## config.mk

```make
export PLATFORM = sky130hd
export DESIGN_NAME = rename_queue
export DESIGN_NICKNAME = d
export VERILOG_FILES = /design/src/rtl/rename_queue.sv
export SDC_FILE = /design/constraint.sdc
export NUM_CORES = 1
export LEC_CHECK = 0
export CAP_MARGIN = 10
export CORE_MARGIN = 3
export CORE_UTILIZATION = 25
export CTS_CLUSTER_SIZE = 40
export DETAILED_ROUTE_END_ITERATION = 6
export PLACE_DENSITY = 0.54
export SYNTH_ARGS = -nofsm -noshare
export SYNTH_HDL_FRONTEND = slang
export SYNTH_SLANG_ARGS = --single-unit
export TNS_END_PERCENT = 5
```

## constraint.sdc

```tcl
create_clock -name clk_i -period 3 [get_ports clk_i]
set_input_delay 0.45 -clock clk_i [delete_from_list [all_inputs] [get_ports clk_i]]
set_output_delay 0.45 -clock clk_i [all_outputs]
set_load 0.05 [all_outputs]
```

## src/rtl/rename_queue.sv

```systemverilog
// Rename queue between decode and dispatch: a DEPTH-entry bundle FIFO with
// first-word-fall-through head, capability-lane flags and saturating statistics.
package rename_queue_pkg;
  localparam int TAG_W = 4;

  typedef enum logic [TAG_W-1:0] {
    UOP_INT_ALU  = 4'd0,
    UOP_INT_MUL  = 4'd1,
    UOP_LD_U8    = 4'd2,
    UOP_ST       = 4'd3,
    UOP_BRANCH   = 4'd4,
    UOP_CAP_JUMP = 4'd5,
    UOP_CAP_RET  = 4'd6,
    UOP_LINK     = 4'd7
  } uop_tag_t;

  function automatic logic is_cap_tag(input logic [TAG_W-1:0] tag);
    case (tag)
      UOP_CAP_JUMP, UOP_CAP_RET, UOP_LINK: is_cap_tag = 1'b1;
      default:                             is_cap_tag = 1'b0;
    endcase
  endfunction
endpackage

module rename_queue
  import rename_queue_pkg::*;
#(
  parameter int LANES = 2,
  parameter int DEPTH = 4,
  parameter int CNT_W = 16
) (
  input  logic                                 clk_i,
  input  logic                                 rst_i,
  input  logic                                 flush_i,
  input  logic                                 decode_valid_i,
  input  logic [LANES-1:0][TAG_W-1:0]          decode_uops_i,
  input  logic [$clog2(LANES+1)-1:0]           decode_uop_count_i,
  output logic                                 rename_ready_o,
  output logic                                 dispatch_valid_o,
  output logic [LANES-1:0][TAG_W-1:0]          dispatch_uops_o,
  output logic [$clog2(LANES+1)-1:0]           dispatch_uop_count_o,
  input  logic                                 dispatch_ready_i,
  output logic [LANES-1:0]                     lane_is_capability_o,
  output logic [$clog2(DEPTH+1)-1:0]           occupancy_o,
  output logic [CNT_W-1:0]                     uops_issued_count_o,
  output logic [CNT_W-1:0]                     capability_issued_count_o,
  output logic [CNT_W-1:0]                     stall_cycles_o
);

  localparam int CW = $clog2(LANES + 1);
  localparam int PW = $clog2(DEPTH);
  localparam int OW = $clog2(DEPTH + 1);
  localparam logic [CW-1:0] LANES_C = CW'(LANES);
  localparam logic [OW-1:0] DEPTH_C = OW'(DEPTH);

  typedef struct packed {
    logic [CW-1:0]                 cnt;
    logic [LANES-1:0][TAG_W-1:0]   uops;
  } entry_t;

  entry_t            mem_q [DEPTH];
  entry_t            mem_d [DEPTH];
  logic [PW-1:0]     rd_ptr_q, rd_ptr_d;
  logic [PW-1:0]     wr_ptr_q, wr_ptr_d;
  logic [OW-1:0]     occ_q, occ_d;
  logic [CNT_W-1:0]  uops_cnt_q, uops_cnt_d;
  logic [CNT_W-1:0]  cap_cnt_q, cap_cnt_d;
  logic [CNT_W-1:0]  stall_q, stall_d;

  logic              push_s;
  logic              pop_s;
  logic [CW-1:0]     cnt_clamped_s;
  entry_t            head_s;

  function automatic logic [CNT_W-1:0] sat_add(input logic [CNT_W-1:0] a,
                                               input logic [CNT_W-1:0] b);
    logic [CNT_W:0] sum;
    sum = {1'b0, a} + {1'b0, b};
    if (sum[CNT_W]) begin
      sat_add = {CNT_W{1'b1}};
    end else begin
      sat_add = sum[CNT_W-1:0];
    end
  endfunction

  function automatic logic [CW-1:0] popcnt(input logic [LANES-1:0] v);
    popcnt = {CW{1'b0}};
    for (int i = 0; i < LANES; i++) begin
      popcnt = popcnt + CW'(v[i]);
    end
  endfunction

  // Handshake qualification; ready and valid come from registered occupancy only.
  always_comb begin
    rename_ready_o   = (occ_q < DEPTH_C);
    dispatch_valid_o = (occ_q != {OW{1'b0}});
    if (decode_uop_count_i > LANES_C) begin
      cnt_clamped_s = LANES_C;
    end else begin
      cnt_clamped_s = decode_uop_count_i;
    end
    push_s = decode_valid_i && rename_ready_o && !flush_i &&
             (decode_uop_count_i != {CW{1'b0}});
    pop_s  = dispatch_valid_o && dispatch_ready_i;
  end

  // Head presentation: lanes beyond the stored count read back as plain ALU uops.
  always_comb begin
    head_s               = mem_q[rd_ptr_q];
    dispatch_uop_count_o = {CW{1'b0}};
    dispatch_uops_o      = {(LANES*TAG_W){1'b0}};
    lane_is_capability_o = {LANES{1'b0}};
    if (dispatch_valid_o) begin
      dispatch_uop_count_o = head_s.cnt;
    end else begin
      dispatch_uop_count_o = {CW{1'b0}};
    end
    for (int i = 0; i < LANES; i++) begin
      if (dispatch_valid_o && (CW'(i) < head_s.cnt)) begin
        dispatch_uops_o[i]      = head_s.uops[i];
        lane_is_capability_o[i] = is_cap_tag(head_s.uops[i]);
      end else begin
        dispatch_uops_o[i]      = UOP_INT_ALU;
        lane_is_capability_o[i] = 1'b0;
      end
    end
  end

  // Queue storage and pointer/occupancy next state; flush wins over any push.
  always_comb begin
    mem_d    = mem_q;
    rd_ptr_d = rd_ptr_q;
    wr_ptr_d = wr_ptr_q;
    occ_d    = occ_q;
    if (push_s) begin
      mem_d[wr_ptr_q] = '{cnt: cnt_clamped_s, uops: decode_uops_i};
    end else begin
      mem_d[wr_ptr_q] = mem_q[wr_ptr_q];
    end
    if (flush_i) begin
      rd_ptr_d = {PW{1'b0}};
      wr_ptr_d = {PW{1'b0}};
      occ_d    = {OW{1'b0}};
    end else begin
      if (push_s) begin
        wr_ptr_d = wr_ptr_q + PW'(1);
      end else begin
        wr_ptr_d = wr_ptr_q;
      end
      if (pop_s) begin
        rd_ptr_d = rd_ptr_q + PW'(1);
      end else begin
        rd_ptr_d = rd_ptr_q;
      end
      case ({push_s, pop_s})
        2'b10:   occ_d = occ_q + OW'(1);
        2'b01:   occ_d = occ_q - OW'(1);
        default: occ_d = occ_q;
      endcase
    end
  end

  // Statistics; a pop during flush is still counted because dispatch took it.
  always_comb begin
    uops_cnt_d = uops_cnt_q;
    cap_cnt_d  = cap_cnt_q;
    stall_d    = stall_q;
    if (pop_s) begin
      uops_cnt_d = sat_add(uops_cnt_q, CNT_W'(dispatch_uop_count_o));
      cap_cnt_d  = sat_add(cap_cnt_q, CNT_W'(popcnt(lane_is_capability_o)));
    end else begin
      uops_cnt_d = uops_cnt_q;
      cap_cnt_d  = cap_cnt_q;
    end
    if (dispatch_valid_o && !dispatch_ready_i && !flush_i) begin
      stall_d = sat_add(stall_q, CNT_W'(1'b1));
    end else begin
      stall_d = stall_q;
    end
  end

  // State registers.
  always_ff @(posedge clk_i or posedge rst_i) begin
    if (rst_i) begin
      for (int i = 0; i < DEPTH; i++) begin
        mem_q[i] <= {$bits(entry_t){1'b0}};
      end
      rd_ptr_q   <= {PW{1'b0}};
      wr_ptr_q   <= {PW{1'b0}};
      occ_q      <= {OW{1'b0}};
      uops_cnt_q <= {CNT_W{1'b0}};
      cap_cnt_q  <= {CNT_W{1'b0}};
      stall_q    <= {CNT_W{1'b0}};
    end else begin
      mem_q      <= mem_d;
      rd_ptr_q   <= rd_ptr_d;
      wr_ptr_q   <= wr_ptr_d;
      occ_q      <= occ_d;
      uops_cnt_q <= uops_cnt_d;
      cap_cnt_q  <= cap_cnt_d;
      stall_q    <= stall_d;
    end
  end

  assign occupancy_o               = occ_q;
  assign uops_issued_count_o       = uops_cnt_q;
  assign capability_issued_count_o = cap_cnt_q;
  assign stall_cycles_o            = stall_q;

endmodule

```

==> results.toml <==
[run_status]
run_status = "finished, final reports clean"

[clock_tree]
cts_root_buf = "clkbuf_16"
path_clk_slew_ps = 70
clk_path_buf_depth = 2
h-tree-depth = 3
clkLatencyLatePin_ps = 350
cts_hold_buf = 0
cts_buffers = 9
cts.sinks = 95
cts_tree = "yes"

[power]
ir_worst_vdd_mv = 0.641
p_leak_nw = 2.84
p_total_mw = 6.65
power_density_mw_per_mm2 = 964

[drt]
routedWlPerCell_um = 16.0
vias = 4250
drt-vias-per-instance = 4.87
postRouteAntennaNets = 0
drcViolationCount = 0
met1Wirelength_mm = 6.33
wl_met3_um = 735
highest_layer = "met4"
first_pass_iters = 5
wl_mm = 14.0
drt_iter0_drc = 215
route.met2.wl_mm = 6.71

[timing]
min_period_ps = 2950
setup_ws_ps = 53.9
fin_crit_sh_pct = 98.2
holdWs_ps = 539
finalHoldViolCount = 0
max_freq_mhz = 339
relSlewSlack_pct = 35.9
fin_setup_tns_ps = 0
clock-skew-final_ps = 10.8
setup_viol = 0
worstMarginPinSlew_ps = 950
final-max-slew-violation-count = 0
grt_setup_unrepaired = "yes"

[layout]
fin_util_pct = 34.9
fill_cells = 2003
layout-drive-gt1-share_pct = 20.4
finalInstanceArea_sq_mm = 0.00690
layout.nets = 630
syn_to_final_growth_pct = 35.0
ff_latch_area_sq_mm = 0.00238
fin_cells = 873
multi_input_area_sq_mm = 0.00266
antenna_cells = 0

[logic_synthesis]
syn_area_sq_mm = 0.00511
syn_area_per_cell_sq_um = 10.3
ys_ff_latch = 95
yosysMostFrequentCell = "dfrtp_1"
syn_nets = 523
synthCells = 497
synth.top_cell.area_share_pct = 46.5
yosysUniqueCellTypes = 47
async_flop_share_pct = 100
synthFlopType = "dfrtp_1"
synth_edf_count = 0
synth.top_cells.by_count = "dfrtp_1, nor2_1, a21oi_1"
synth_warnings = 0
yosysTopAreaCell = "dfrtp_1"
seq_area_frac_synth_pct = 46.5
synth.area.top_cells = "dfrtp_1, mux4_2, a21oi_1, nor2_1, nand2_1"

[min_path]
min_path_type = "reg -> reg"

[worst_setup_path]
cp.required_ps = 3230
arrival_ps = 3180
crit_fanout = 4
critPathKind = "reg -> reg"
cp-start-kind = "flop"
end_kind = "flop"

[grt]
grt_pass1_vias = 4197
antenna_found_initial = 0
grt_pass1_wl_mm = 22.8
grtUsageTotal_pct = 13.0
grt_max_degree = 43
gr-total-overflow = 0

[place]
numPortBuffers = 79
dp_hpwl_mm = 10.2
gp_congestion = 0.814
post-place-ws_ps = -137
post_dp_cell_area_sq_mm = 0.00653
dp_cells = 857

[floorplan]
initial_core_util_pct = 25.8
io_pins = 80
die_x_um = 149
rows = 51
die_area_sq_mm = 0.0222
die_y_um = 149
core_sq_mm = 0.0198

[flow_run]
max_cap_viol_count = 0
cell usage in the layout (no fill, tap or decap), types with 3 or more instances in the layout:
master	instances
nand3_1	18
nor4_1	7
nor3_1	11
nor3b_1	3
nand2b_1	5
nor2b_1	6
nand2_1	43
or3_4	4
clkdlybuf4s50_1	68
o31ai_1	3
mux2i_1	9
mux4_2	20
a21oi_1	45
a31oi_1	8
o21ai_0	11
and3_1	12
and4_1	7
or2_2	3
inv_1	17
buf_12	5
nor2_1	52
dfrtp_1	92
nand4_1	14
ha_1	6
clkbuf_16	9
o211ai_1	3
dfrtp_2	3
mux2_2	11
buf_4	44
xnor2_1	17
xor2_1	6
critical path, stage by stage, from the launching register on:
cell and delay, ps:
dfrtp_1 400, buf_4 160, mux4_2 340, buf_4 120
and2_4 150, ha_4 130, inv_1 50, fa_2 330
nand2b_4 150, or3_4 390, nor3_1 250, mux2_2 360
registers in the layout, indices dropped and copies added (netlist names):
signal                     cells
capability_issued_count_o     16
uops_issued_count_o           16
occupancy_o                    3
stall_cycles_o                16
rd_ptr_q                       2
wr_ptr_q                       2
mem_q                         40
what timing repair did:
action	CTS	global route
resized for setup	6	5
endpoints found under the setup margin	16	31
pin swaps	3	4
setup buffers	1	0
power by group:
group	internal [mW]	switching, mW	total (mW)
combinational	1.39	2.07	3.46
clock	0.752	0.495	1.25
sequential	1.60	0.342	1.94
total	3.74	2.91	6.65
logic make-up (layout without fill, tap and decap cells):
group           Yosys count  in the layout  synth area share (%)
simple gates            203            203                  20.5
flops                    95             95                  46.5
mux                      40             40                  13.0
xor+xnor                 23             23                  3.94
fa+ha+maj                11             11                  3.13
buf+inv                  43            154                  3.72
compound gates           82             82                  9.23
routing by layer:
metal  vias to the layer above  track usage, %
li1                       2006               -
met1                      2126            17.5
met2                       108            21.2
met3                        10            2.98
met4                         0            3.43
met5                         -               0
layout make-up:
class	count	share of cell area (%)
timing repair buffer	119	16.4
tap	265	4.81
inverter	20	1.16
clock inverter	3	0.997
multi-input combinational	359	38.5
sequential	95	34.5
clock buffer	12	3.57
final timing paths:
kind,to,start,depth (start not counted),slack [ps]
max in group asynchronous,mem_q[15],rst_i,3,1800
max,uops_issued_count_o[14],rd_ptr_q[0],11,50
min in group asynchronous,stall_cycles_o[4],rst_i,2,550
min,mem_q[8],mem_q[8],1,540
max reg2reg,uops_issued_count_o[14],rd_ptr_q[0],11,50
min reg2reg,mem_q[8],mem_q[8],1,540
Power figures use the tool's default switching activity.
